### src/rtl/mem_access_responder.sv
// Line-granular memory access responder: queues cache requests, issues them in order to a
// line-wide backend and returns serial-tagged read data and write completions.
// Optional statistics outputs are enabled by defining MEM_ACCESS_RESPONDER_STATS_EN.
module mem_access_responder #(
   parameter int unsigned ADDR_WIDTH      = 32,
   parameter int unsigned LINE_WIDTH      = 128,
   parameter int unsigned RSERIAL_WIDTH   = 2,
   parameter int unsigned WSERIAL_WIDTH   = 1,
   parameter int unsigned REQ_QUEUE_DEPTH = 4,
   parameter int unsigned RD_TAG_DEPTH    = 4
) (
   input  logic                     clk,
   input  logic                     rst,
   input  logic                     reqValid,
   input  logic                     reqWE,
   input  logic [ADDR_WIDTH-1:0]    reqAddr,
   input  logic [LINE_WIDTH-1:0]    reqData,
   output logic                     reqAck,
   output logic [RSERIAL_WIDTH-1:0] reqSerial,
   output logic [WSERIAL_WIDTH-1:0] reqWSerial,
   output logic                     resultValid,
   output logic [RSERIAL_WIDTH-1:0] resultSerial,
   output logic [LINE_WIDTH-1:0]    resultData,
   output logic                     responseValid,
   output logic [WSERIAL_WIDTH-1:0] responseSerial,
   output logic                     memValid,
   output logic                     memWE,
   output logic [ADDR_WIDTH-1:0]    memAddr,
   output logic [LINE_WIDTH-1:0]    memWData,
   input  logic                     memReady,
   input  logic                     memRspValid,
   input  logic [LINE_WIDTH-1:0]    memRspData
`ifdef MEM_ACCESS_RESPONDER_STATS_EN
   ,
   output logic [31:0]                        statReadCount,
   output logic [31:0]                        statWriteCount,
   output logic [$clog2(REQ_QUEUE_DEPTH):0]   statMaxOccupancy,
   output logic                               statOrphanRsp
`endif
);

   localparam int unsigned QAW = $clog2(REQ_QUEUE_DEPTH);
   localparam int unsigned TAW = $clog2(RD_TAG_DEPTH);
   localparam logic [QAW:0] QFullCount = (QAW+1)'(REQ_QUEUE_DEPTH);
   localparam logic [TAW:0] TFullCount = (TAW+1)'(RD_TAG_DEPTH);

   // Request queue
   logic [REQ_QUEUE_DEPTH-1:0] qWE;
   logic [ADDR_WIDTH-1:0]      qAddr    [REQ_QUEUE_DEPTH];
   logic [LINE_WIDTH-1:0]      qData    [REQ_QUEUE_DEPTH];
   logic [RSERIAL_WIDTH-1:0]   qRSerial [REQ_QUEUE_DEPTH];
   logic [WSERIAL_WIDTH-1:0]   qWSerial [REQ_QUEUE_DEPTH];
   logic [QAW-1:0]             qHead, qTail;
   logic [QAW:0]               qCount, qCountNext;

   // Read-tag FIFO: serials of reads issued to the backend, in issue order
   logic [RSERIAL_WIDTH-1:0]   tSerial [RD_TAG_DEPTH];
   logic [TAW-1:0]             tHead, tTail;
   logic [TAW:0]               tCount, tCountNext;

   logic [RSERIAL_WIDTH-1:0]   rdSerialCnt;
   logic [WSERIAL_WIDTH-1:0]   wrSerialCnt;

   logic qPush, qPop, qEmpty, qFull, headWE;
   logic tagPush, tagPop, tagEmpty, tagFull;

   assign qEmpty   = (qCount == '0);
   assign qFull    = (qCount == QFullCount);
   assign tagEmpty = (tCount == '0);
   assign tagFull  = (tCount == TFullCount);
   assign headWE   = qWE[qHead];

   assign reqAck     = reqValid && !qFull;
   assign reqSerial  = rdSerialCnt;
   assign reqWSerial = wrSerialCnt;
   assign qPush      = reqAck;

   // A tag slot freed by this cycle's backend response can be reused by this cycle's read issue
   assign tagPop   = memRspValid && !tagEmpty;
   assign memValid = !qEmpty && (headWE || !tagFull || tagPop);
   assign memWE    = headWE;
   assign memAddr  = qAddr[qHead];
   assign memWData = qData[qHead];
   assign qPop     = memValid && memReady;
   assign tagPush  = qPop && !headWE;

   always_comb begin
      qCountNext = qCount;
      if (qPush && !qPop) begin
         qCountNext = qCount + 1'b1;
      end else if (!qPush && qPop) begin
         qCountNext = qCount - 1'b1;
      end
   end

   always_comb begin
      tCountNext = tCount;
      if (tagPush && !tagPop) begin
         tCountNext = tCount + 1'b1;
      end else if (!tagPush && tagPop) begin
         tCountNext = tCount - 1'b1;
      end
   end

   always_ff @(posedge clk or posedge rst) begin
      if (rst) begin
         qHead       <= '0;
         qTail       <= '0;
         qCount      <= '0;
         tHead       <= '0;
         tTail       <= '0;
         tCount      <= '0;
         rdSerialCnt <= '0;
         wrSerialCnt <= '0;
      end else begin
         qCount <= qCountNext;
         tCount <= tCountNext;
         if (qPush) begin
            qTail <= qTail + 1'b1;
            if (reqWE) begin
               wrSerialCnt <= wrSerialCnt + 1'b1;
            end else begin
               rdSerialCnt <= rdSerialCnt + 1'b1;
            end
         end
         if (qPop) begin
            qHead <= qHead + 1'b1;
         end
         if (tagPush) begin
            tTail <= tTail + 1'b1;
         end
         if (tagPop) begin
            tHead <= tHead + 1'b1;
         end
      end
   end

   // Storage is cleared too so the head-driven mem* outputs read 0 out of reset
   always_ff @(posedge clk or posedge rst) begin
      if (rst) begin
         qWE <= '0;
         for (int unsigned i = 0; i < REQ_QUEUE_DEPTH; i++) begin
            qAddr[i]    <= '0;
            qData[i]    <= '0;
            qRSerial[i] <= '0;
            qWSerial[i] <= '0;
         end
         for (int unsigned i = 0; i < RD_TAG_DEPTH; i++) begin
            tSerial[i] <= '0;
         end
      end else begin
         if (qPush) begin
            qWE[qTail]      <= reqWE;
            qAddr[qTail]    <= reqAddr;
            qData[qTail]    <= reqData;
            qRSerial[qTail] <= rdSerialCnt;
            qWSerial[qTail] <= wrSerialCnt;
         end
         if (tagPush) begin
            tSerial[tTail] <= qRSerial[qHead];
         end
      end
   end

   always_ff @(posedge clk or posedge rst) begin
      if (rst) begin
         resultValid    <= 1'b0;
         resultSerial   <= '0;
         resultData     <= '0;
         responseValid  <= 1'b0;
         responseSerial <= '0;
      end else begin
         resultValid   <= tagPop;
         responseValid <= qPop && headWE;
         if (tagPop) begin
            resultSerial <= tSerial[tHead];
            resultData   <= memRspData;
         end
         if (qPop && headWE) begin
            responseSerial <= qWSerial[qHead];
         end
      end
   end

`ifdef MEM_ACCESS_RESPONDER_STATS_EN
   always_ff @(posedge clk or posedge rst) begin
      if (rst) begin
         statReadCount    <= '0;
         statWriteCount   <= '0;
         statMaxOccupancy <= '0;
         statOrphanRsp    <= 1'b0;
      end else begin
         if (qPush && !reqWE && (statReadCount != '1)) begin
            statReadCount <= statReadCount + 1'b1;
         end
         if (qPush && reqWE && (statWriteCount != '1)) begin
            statWriteCount <= statWriteCount + 1'b1;
         end
         if (qCountNext > statMaxOccupancy) begin
            statMaxOccupancy <= qCountNext;
         end
         if (memRspValid && tagEmpty) begin
            statOrphanRsp <= 1'b1;
         end
      end
   end
`endif

endmodule

### config.mk
export PLATFORM = sky130hd
export DESIGN_NAME = mem_access_responder
export DESIGN_NICKNAME = d
export VERILOG_FILES = /design/src/rtl/mem_access_responder.sv
export SDC_FILE = /design/constraint.sdc
export NUM_CORES = 1
export LEC_CHECK = 0
export CAP_MARGIN = 0
export CORE_ASPECT_RATIO = 1.1
export CORE_MARGIN = 2
export CORE_UTILIZATION = 50
export CTS_CLUSTER_SIZE = 12
export DETAILED_ROUTE_END_ITERATION = 8
export GPL_ROUTABILITY_DRIVEN = 0
export PLACE_DENSITY = 0.85
export SYNTH_ARGS = -nofsm -noshare
export SYNTH_HDL_FRONTEND = slang
export SYNTH_SLANG_ARGS = --single-unit
### constraint.sdc
create_clock -name clk -period 37.2 [get_ports clk]
set_clock_uncertainty 0.1 [all_clocks]
set_input_delay 7.44 -clock clk [delete_from_list [all_inputs] [get_ports clk]]
set_output_delay 7.44 -clock clk [all_outputs]
set_load 0.05 [all_outputs]
; Yosys cells after proc, flatten, opt, wreduce, memory -nomap -nowiden
; Index checks and enable logic that the tools add are counted.
[classes]
addsub = 10
magnitude_cmp = 9
n_eq_ne = 2
n_mux = 39
bitwise = 5
n_reduce_logical = 30
[ops]
columns = operator, count
row1 = bitwise mux 512 bit, 1
row2 = two-way mux 128 bit, 3
row3 = binary-select mux 128 bit (select 2 bit), 1
row4 = demux 128 bit (select 2 bit), 1
row5 = bitwise mux 128 bit, 1
row6 = two-way mux 32 bit, 3
row7 = binary-select mux 32 bit (select 2 bit), 1
row8 = demux 32 bit (select 2 bit), 1
row9 = bitwise mux 8 bit, 2
row10 = logical AND 1 bit, 13
row11 = greater-or-equal comparator 3 bit (second input constant), 4
row12 = two-way mux 2 bit, 6
row13 = two-way mux 3 bit, 4
row14 = NOT 2 -> 3 bit, 4
row15 = adder 2 x 1 -> 2 bit (second input constant), 5
row16 = zero test 1 bit, 9
row17 = binary-select mux 2 bit (select 2 bit), 2
row18 = bitwise mux 4 bit, 2
row19 = demux 2 bit (select 2 bit), 2
row20 = adder 3 x 1 -> 3 bit (second input constant), 2
row21 = equality test 3 bit (second input constant), 2
row22 = zero test 3 bit, 2
row23 = less-than comparator 2 x 3 -> 1 bit (second input constant), 2
row24 = less-than comparator 3 x 1 -> 1 bit (second input constant), 2
row25 = other kinds (10), 20
[totals]
regBits = 814
output_inout_bits = 299

; Depth between registers and ports, before layout
; Gate-level depths: netlist (run 1).
[logic_depth]
ltp_word = 11
mapped_depth = 10
ltp_nobuf = 9

; Worst setup path after synthesis (run 1)
; No wires, ideal clock.
[synth_timing]
kind = in2out
from = input port memRspValid
to = output port memValid
arrival_ps = 8443
slack_ps = 21217
cell_stages = 2
path_cell_list = or4b_2 o32a_1
[synth_between]
elab_chain_cells = 3
[synth_lines]
columns = item, line
row1 = start: declaration, 31  ; input logic memRspValid,
row2 = logical AND 1 bit, 79  ; assign tagPop = memRspValid && !tagEmpty;
row3 = logical OR 1 bit, 80  ; assign memValid = !qEmpty && (headWE || !tagFull || tagPop);
row4 = logical AND 1 bit, 80
row5 = end: declaration, 26  ; output logic memValid,
; No other way between the ends.

; Worst setup path after layout (run 1)
; Same ends and word-level chain as after synthesis.

==> metrics.md, run 1 <==
| Metric | Value |
|---|---|
| Post-Route WL | `86240 um` |
| Final Max Tran Viols | `0` |
| Die Width | `254.3 um` |
| I/O pin count | `593` |
| Synth top area share | `59.10%` |
| H-tree depth | `3` |
| Yosys Warn Count | `0` |
| Unrepaired setup endpoints after global routing | `no` |
| Register bit total from synthesis | `814` |
| Setup_tns | `0 ns` |
| Slowest cell on crit path | `clkdlybuf4s50_1` |
| Clock latency on the worst-skew pair | `0.62 ns` |
| Clock tree buffer depth | `3` |
| Status | `complete, no violations` |
| PortBufs | `592` |
| Met3 wire length | `7249 um` |
| # DRC | `0` |
| Highest metal used | `met5` |
| Commonest non-fill, non-tap cell in the layout | `dfrtp_1` |
| Crit path cell chain | `clkdlybuf4s50_1 > or4b_2 > o32a_1 > clkdlybuf4s50_1` |
| Vias post-DR | `20819` |
| Final hold violation count | `0` |
| Starting Density | `50.73%` |
| Avg Inst Size Synth | `15.38 um^2` |
| First-pass GRT wire length | `134100 um` |
| Core Area | `0.06794 mm^2` |
| Clock sinks | `814` |
| Met2 WL post-DR | `43320 um` |
| CP delay by family, top | `buffers and inverters` |
| Die Ht | `279.4 um` |
| Syn-to-layout area delta | `26.33%` |
| Clock Root Buffer | `clkbuf_16` |
| Arrival time worst endpoint | `9.60 ns` |
| Detailed-route wire length per cell | `22.84 um` |
| Crit-path max FO | `3` |
| Setup bufs post-CTS | `0` |
| Commonest non-fill, non-tap cells in the layout | `812 x dfrtp_1, 628 x mux2_2, 592 x clkdlybuf4s50_1` |
| Area contributors post-synth | `dfrtp_1 59%, mux2_2 21%, mux4_2 11%` |
| CTS clk-pin slew, worst paths | `0.06 ns` |
| Drt pass-1 iters | `5` |
| Period utilisation layout | `46.09%` |
| DRT iter0 DRCs | `1024` |
| Unique cell type count in the Yosys netlist | `31` |
| Tmin final | `17.14 ns` |
| Flop2flop setup slack | `32.83 ns` |
| Critical Path RT | `29.66 ns` |
| WL met1 | `32270 um` |
| Fillers | `4793` |
| GRT Util Overall | `24.43%` |
| Post-synthesis net count | `2547` |
| Startpoint types | `input port` |
| Slowest cell delay on critical path | `0.75 ns` |
| Top achievable clock speed | `58.33 MHz` |
| Relative slew margins | `19.83%` |
| Hold WC Path Type | `reg2reg` |
| Num CTS Buffers | `83` |
| Synth Cell Area | `0.03447 mm^2` |
| Final #Nets | `3108` |
| Max-cap violation count | `0` |
| TritonCTS clock tree | `yes` |
| Post-DP HPWL | `57150 um` |
| Hold Buf Count CTS | `0` |
| Vias in the first global route | `23495` |
| CP Class | `in2out` |
| DR vias/cell | `5.515` |
| Cells after synthesis | `2241` |
| FP Rows | `100` |
| Resize count post-CTS | `0` |
| Initial antenna violation count | `16` |
| ANT nets after route | `0` |
| WP buf/inv | `2` |
| Share of cells above drive strength 1 | `33.22%` |
| Die Footprint | `0.07105 mm^2` |
| Largest net degree at the start of global routing | `168` |
| # setup viols final | `0` |
| Most frequent CP cell | `clkdlybuf4s50_1` |
| Worst-margin pin slew | `1.203 ns` |
| Gr ovfl total | `0` |
| Sequential share of the synthesized area | `59.10%` |
| Setup crit end kind | `primary output` |
| Cell taking the most area after synthesis | `dfrtp_1` |
## metrics by stage
step | cells | setup slack [ns] | hold slack [ns] | cell area (um^2) | utilization, %
2_1_floorplan | 2241 | 6.798 | 0.3589 | 34470 | -
3_3_place_gp | 3635 | 20.07 | 0.3554 | 41000 | 60.34
3_5_place_dp | 3635 | 20.06 | 0.3617 | 41000 | 60.34
4_1_cts | 3766 | 20.05 | 0.3761 | 43520 | 64.06
5_1_grt | 3772 | 20.01 | 0.3925 | 43530 | 64.08
6_report | 3775 | 20.06 | 0.3719 | 43540 | 64.09
## tightest hold or removal path, cell delays in order (launching register included)
cell and delay [ns]:
dfrtp_1 0.34, nand2_1 0.05, nand2_1 0.06
## worst paths after layout
path,to,cells past startpoint,from
min in group asynchronous,resultData[125],2,rst
worst min-delay path,resultData[64],2,resultData[64]
max in group asynchronous,qData[498],5,rst
worst max register to register,qData[156],5,qCount[0]
worst max-delay path,memValid,4,memRspValid
worst min register to register,resultData[64],2,resultData[64]
## routing by layer
layer | vias to the layer above | GRT usage, %
met1 | 10897 | 28.65
met2 | 623 | 40.80
met3 | 192 | 8.372
met5 | - | 0
li1 | 9093 | -
met4 | 14 | 10.57
## final cells by class
type | instances | area, um^2 | share of cell area [%]
Antenna cell | 9 | 22.52 | 0.05172
Sequential cell | 814 | 20380 | 46.80
Multi-Input combinational cell | 1278 | 13310 | 30.57
Tap cell | 918 | 1149 | 2.638
Inverter | 9 | 43.79 | 0.1006
Clock buffer | 117 | 2366 | 5.434
Clock inverter | 14 | 156.4 | 0.3592
Timing Repair Buffer | 616 | 6118 | 14.05
## cell usage after synthesis (all sizes together)
cell type / instances
nand3b: 1
nor2: 2
ha: 10
xnor2: 11
o32a: 1
inv: 9
nand4b: 1
or3b: 1
mux2: 669
o31ai: 2
xor2: 4
o31a: 1
clkbuf: 48
o211ai: 1
buf: 92
nand3: 5
fa: 2
and2: 1
dfrtp: 814
nor3: 1
nor4b: 5
nand2: 392
o21ai: 1
or4b: 1
mux4: 166
## kinds of logic after synthesis
kind of cell               after synthesis  share of synthesized area [%]
and+or+nand+nor                        410                          4.730
adders and majority gates               12                         0.4792
buffers and inverters                  149                          2.454
DFF                                    814                          59.10
xor gates and xnor gates                15                         0.3812
muxes                                  835                          32.71
AOI/OAI and AO/OA                        6                         0.1488
## state kept, by name, summed over array words and instances (netlist names)
| name | flops |
|---|---|
| qAddr | 128 |
| tSerial | 8 |
| qData | 512 |
| tCount | 3 |
| reqSerial | 2 |
| reqWSerial | 1 |
| tHead | 2 |
| qCount | 3 |
| responseValid | 1 |
| qWE | 4 |
| qWSerial | 4 |
| resultValid | 1 |
| resultData | 128 |
| resultSerial | 2 |
| tTail | 2 |
| qRSerial | 8 |
| qTail | 2 |
| qHead | 2 |
| responseSerial | 1 |
Power of run 1 is left out: the tool's default activity adds up to more than one toggle a clock period on the data nets, which glitch-free logic cannot reach.
==> run 2: changes to the inputs <==
--- a/config.mk
+++ b/config.mk
@@ -8,7 +8,7 @@
 export CAP_MARGIN = 0
 export CORE_ASPECT_RATIO = 1.1
 export CORE_MARGIN = 2
-export CORE_UTILIZATION = 50
+export CORE_UTILIZATION = 48
 export CTS_CLUSTER_SIZE = 12
 export DETAILED_ROUTE_END_ITERATION = 8
 export GPL_ROUTABILITY_DRIVEN = 0
==> constraint.sdc (replaced) <==
create_clock -name clk -period 14.2 [get_ports clk]
set_clock_uncertainty 0.1 [all_clocks]
set_input_delay 2.84 -clock clk [delete_from_list [all_inputs] [get_ports clk]]
set_output_delay 2.84 -clock clk [all_outputs]
set_load 0.05 [all_outputs]
==> run 2 against run 1 <==
Count of clock-buffer cells in the layout increased by 7. Routed wire length decreased by 0.60%. Die area increased by 4.1%. First-iteration DRC count increased by 25%. Sequential share of layout area decreased by 0.27 points. Register-to-register slack got worse by 23 ns. Via count increased by 0.55%. Critical path depth unchanged. Final cell count increased by 1.1%. Flip-flop and latch count unchanged. Utilization decreased by 2.8 points. Largest cell class unchanged. Highest routed layer unchanged.
==> metrics.md, run 2 (synthesis results as in run 1) <==
| Metric | Value |
|---|---|
| Status | `complete, no violations` |
| Gr ovfl total | `0` |
| Arrival time worst endpoint | `5.00 ns` |
| End point of the critical path | `memValid` |
| Core Area | `0.07140 mm^2` |
| Hold WC Path Type | `reg2reg` |
| Commonest non-fill, non-tap cell in the layout | `dfrtp_1` |
| Clock Root Buffer | `clkbuf_16` |
| RR Endpoint | `qData[302]` |
| Reg2reg start | `qCount[0]` |
| First-pass GRT wire length | `134500 um` |
| Drt pass-1 iters | `5` |
| Final hold violation count | `0` |
| TritonCTS clock tree | `yes` |
| I/O pin count | `593` |
| CP Class | `in2out` |
| H-tree depth | `3` |
| DR vias/cell | `5.484` |
| Die Ht | `285.0 um` |
| Resize count post-CTS | `0` |
| Max reg flops | `512` |
| Die Footprint | `0.07397 mm^2` |
| DRT iter0 DRCs | `1284` |
| Initial antenna violation count | `14` |
| Flop2flop setup slack | `9.80 ns` |
| Top achievable clock speed | `126.0 MHz` |
| Worst-margin pin slew | `1.206 ns` |
| Clock sinks | `814` |
| Die Width | `259.5 um` |
| Crit-path max FO | `3` |
| Final Max Tran Viols | `0` |
| FP Rows | `103` |
| Detailed-route wire length per cell | `22.46 um` |
| Clock latency on the worst-skew pair | `0.63 ns` |
| PortBufs | `592` |
| Hold Buf Count CTS | `0` |
| # DRC | `0` |
| # setup viols final | `0` |
| Max-cap violation count | `0` |
| Unrepaired setup endpoints after global routing | `no` |
| Relative slew margins | `19.58%` |
| GRT Util Overall | `23.34%` |
| ANT nets after route | `0` |
| Vias in the first global route | `23564` |
| Num CTS Buffers | `85` |
| Critical Path RT | `11.26 ns` |
| Setup_tns | `0 ns` |
| Final #Nets | `3111` |
| Syn-to-layout area delta | `27.06%` |
| Vias post-DR | `20934` |
| R2R cell count | `5` |
| CTS clk-pin slew, worst paths | `0.06 ns` |
| Setup bufs post-CTS | `0` |
| Clock tree buffer depth | `3` |
| Largest net degree at the start of global routing | `175` |
| Startpoint types | `input port` |
| Tmin final | `7.939 ns` |
| Largest Register | `qData` |
| Post-DP HPWL | `56340 um` |
| CP Launch Point | `memRspValid` |
| Hold_ws | `0.3727 ns` |
| Share of cells above drive strength 1 | `33.34%` |
| Setup crit end kind | `primary output` |
| Period utilisation layout | `55.91%` |
| Commonest non-fill, non-tap cells in the layout | `812 x dfrtp_1, 628 x mux2_2, 592 x clkdlybuf4s50_1` |
| Post-Route WL | `85720 um` |
| Top flop regs | `qData (512), qAddr (128), resultData (128)` |
| Starting Density | `48.27%` |
==> run 2: cell types whose count changed in the layout (fill, tap and decap cells not counted), moves of 2 or more <==
cell       delta
bufinv_16     +4
clkbuf_1      +5
clkbuf_16     +3
clkinv_2      +2
diode_2       +2
==> run 2: how the worst min path moves through the flow <==
stage | slack [ns] | end | from | cells after the start
floorplan | 0.36 | qData[15] | qData[15] | 1
global placement | 0.36 | resultData[105] | resultData[105] | 2
detailed placement | 0.36 | resultData[49] | resultData[49] | 2
CTS | 0.38 | resultData[49] | resultData[49] | 2
global route | 0.40 | resultData[46] | resultData[46] | 2
finish | 0.37 | resultData[62] | resultData[62] | 2
==> run 2: worst max-delay path, stage by stage <==
cell             delay, ns
clkdlybuf4s50_1       0.49
or4b_2                0.73
o32a_1                0.20
clkdlybuf4s50_1       0.74
==> run 2: layout make-up <==
cell class,instances,area [um^2]
multi-input cells,1278,13310
diodes,11,27.53
clock buffers,124,2446
inverters,9,40.04
well taps,945,1182
repair buffers,617,6138
fillers,5079,27610
flip-flops and latches,814,20380
clock inverters,19,270.3
==> run 2: through the flow <==
step	util (%)	cells	cell area (um^2)	worst slack, ns
after floorplan	-	2241	34470	0.08344
after global placement	57.49	3663	41050	6.293
after detailed placement	57.49	3663	41050	6.296
after CTS	61.30	3806	43760	6.266
after global routing	61.32	3814	43780	6.195
final	61.33	3817	43790	6.261
==> run 2: per-layer routing <==
layer / wire length [um] / track usage, % / vias to the layer above
met5: 80 / 0 / -
met3: 6122 / 6.942 / 205
met2: 43610 / 39.43 / 606
met1: 32720 / 27.78 / 10998
li1: - / - / 9113
met4: 3186 / 9.928 / 12
Power of run 2 is left out for the same reason.
==> run 3: changes to the inputs <==
==> constraint.sdc (replaced) <==
create_clock -name clk -period 6.45 [get_ports clk]
set_clock_uncertainty 0.1 [all_clocks]
set_input_delay 1.29 -clock clk [delete_from_list [all_inputs] [get_ports clk]]
set_output_delay 1.29 -clock clk [all_outputs]
set_load 0.05 [all_outputs]
==> run 3 against run 2 <==
Highest routed layer unchanged. Die area did not move. Critical endpoint unchanged. Final cell count rose by 0.18%. Critical path depth did not move. Via count rose by 1.0%.
==> metrics.md, run 3 (synthesis results as in run 1) <==
| Metric | Value |
|---|---|
| Status | `complete, no violations` |
| Layout Cells excl Fill | `3824` |
| Critical Path RT | `5.06 ns` |
| Post-DP HPWL | `57470 um` |
| Largest Register | `qData` |
| Hold_sp | `resultData[41]` |
| TritonCTS clock tree | `yes` |
| Hold WC Path Type | `reg2reg` |
| GRT Util Overall | `23.35%` |
| DR vias/cell | `5.530` |
| Gr ovfl total | `0` |
| CP Class | `in2out` |
| Relative slew margins | `26.20%` |
| Final #Nets | `3120` |
| Met3 Usage GRT | `6.320%` |
| Reg2reg start | `qHead[0]` |
| Period utilisation layout | `75.26%` |
| Crit path cell chain | `clkdlybuf4s50_1 > or4b_2 > o32a_1 > clkdlybuf4s50_1` |
| Detailed-route wire length per cell | `22.54 um` |
| RR Endpoint | `tCount[2]` |
| Clock sinks | `814` |
| Num CTS Buffers | `85` |
| Max reg flops | `512` |
| Post-Route Utilization | `61.66%` |
| Die Width | `259.5 um` |
| GR peak layer | `met2` |
| Setup bufs post-CTS | `0` |
| PortBufs | `592` |
| Syn-to-layout area delta | `27.73%` |
| Drt pass-1 iters | `5` |
| M1 GR Usage | `28.35%` |
| Core Area | `0.07140 mm^2` |
| Hold Buf Count CTS | `0` |
| Fillers | `5092` |
| DRT iter0 DRCs | `1240` |
| Die Ht | `285.0 um` |
| WHS Path Cells | `2` |
| Initial antenna violation count | `19` |
| Slowest cell on crit path | `clkdlybuf4s50_1` |
| Largest net degree at the start of global routing | `118` |
| H-tree depth | `3` |
| Resize count post-CTS | `0` |
| R2R cell count | `8` |
| Die Footprint | `0.07397 mm^2` |
| Hold EP | `resultData[41]` |
| Top flop regs | `qData (512), qAddr (128), resultData (128)` |
| Tmin final | `4.854 ns` |
| Final hold violation count | `0` |
| Max-cap violation count | `0` |
| Startpoint types | `input port` |
| Most frequent CP cell | `clkdlybuf4s50_1` |
| Starting Density | `48.27%` |
| Slowest cell delay on critical path | `0.77 ns` |
| Clock latency on the worst-skew pair | `0.63 ns` |
| Vias in the first global route | `23734` |
| Flop2flop setup slack | `3.29 ns` |
| Commonest non-fill, non-tap cell in the layout | `dfrtp_1` |
| Arrival time worst endpoint | `3.46 ns` |
| Placed cell count | `3672` |
| FP Rows | `103` |
| Final Max Tran Viols | `0` |
| Vias post-DR | `21146` |
| I/O pin count | `593` |
| Clock Root Buffer | `clkbuf_16` |
| Unrepaired setup endpoints after global routing | `no` |
| Grt met2 use | `39.15%` |
| # setup viols final | `0` |
| First-pass GRT wire length | `134500 um` |
| Setup crit end kind | `primary output` |
| ANT nets after route | `0` |
| Post-Route WL | `86210 um` |
| Crit-path max FO | `3` |
| CTS clk-pin slew, worst paths | `0.06 ns` |
| # DRC | `0` |
| Top achievable clock speed | `206.0 MHz` |
| Share of cells above drive strength 1 | `33.55%` |
| Commonest non-fill, non-tap cells in the layout | `812 x dfrtp_1, 628 x mux2_2, 592 x clkdlybuf4s50_1` |
| Worst-margin pin slew | `1.107 ns` |
| Clock tree buffer depth | `3` |
==> run 3: routing by layer <==
| metal | wire length (um) | up-vias |
|---|---|---|
| li1 | - | 9133 |
| met1 | 33400 | 11152 |
| met2 | 43650 | 652 |
| met3 | 5925 | 197 |
| met4 | 3152 | 12 |
| met5 | 89 | - |
==> run 3: worst max-delay path: cells and delay by family <==
family,cells,cell delay (ns)
and+or+nand+nor,1,0.69
AOI/OAI and AO/OA,1,0.21
buffers and inverters,2,1.28
==> run 3: worst max path at each step <==
stage	startpoint	end	slack, ns
2_1_floorplan	rst	qAddr[0]	-6.12
3_3_place_gp	memRspValid	memValid	1.62
3_5_place_dp	memRspValid	memValid	1.62
4_1_cts	memRspValid	memValid	1.61
5_1_grt	memRspValid	memValid	1.54
6_report	memRspValid	memValid	1.60
==> run 3: layout make-up <==
| class | count | area, um^2 | share of cell area (%) |
|---|---|---|---|
| clock buffer | 124 | 2455 | 5.576 |
| inverter | 9 | 40.04 | 0.09095 |
| timing repair buffer | 626 | 6344 | 14.41 |
| tap | 945 | 1182 | 2.686 |
| clock inverter | 16 | 285.3 | 0.6480 |
| sequential | 814 | 20380 | 46.29 |
| multi-input combinational | 1278 | 13310 | 30.23 |
| antenna | 12 | 30.03 | 0.06821 |
==> run 3: per-stage QoR <==
stage / setup TNS, ns / instance area (um^2) / setup WS [ns] / hold slack (ns)
final: 0 / 44020 / 1.596 / 0.3735
after detailed placement: 0 / 41250 / 1.619 / 0.3614
after global routing: 0 / 44020 / 1.542 / 0.3997
after CTS: 0 / 43990 / 1.607 / 0.3758
after global placement: 0 / 41250 / 1.621 / 0.3564
after floorplan: -4978.88 / 34470 / -6.117 / 0.3589
Power of run 3 is left out for the same reason.
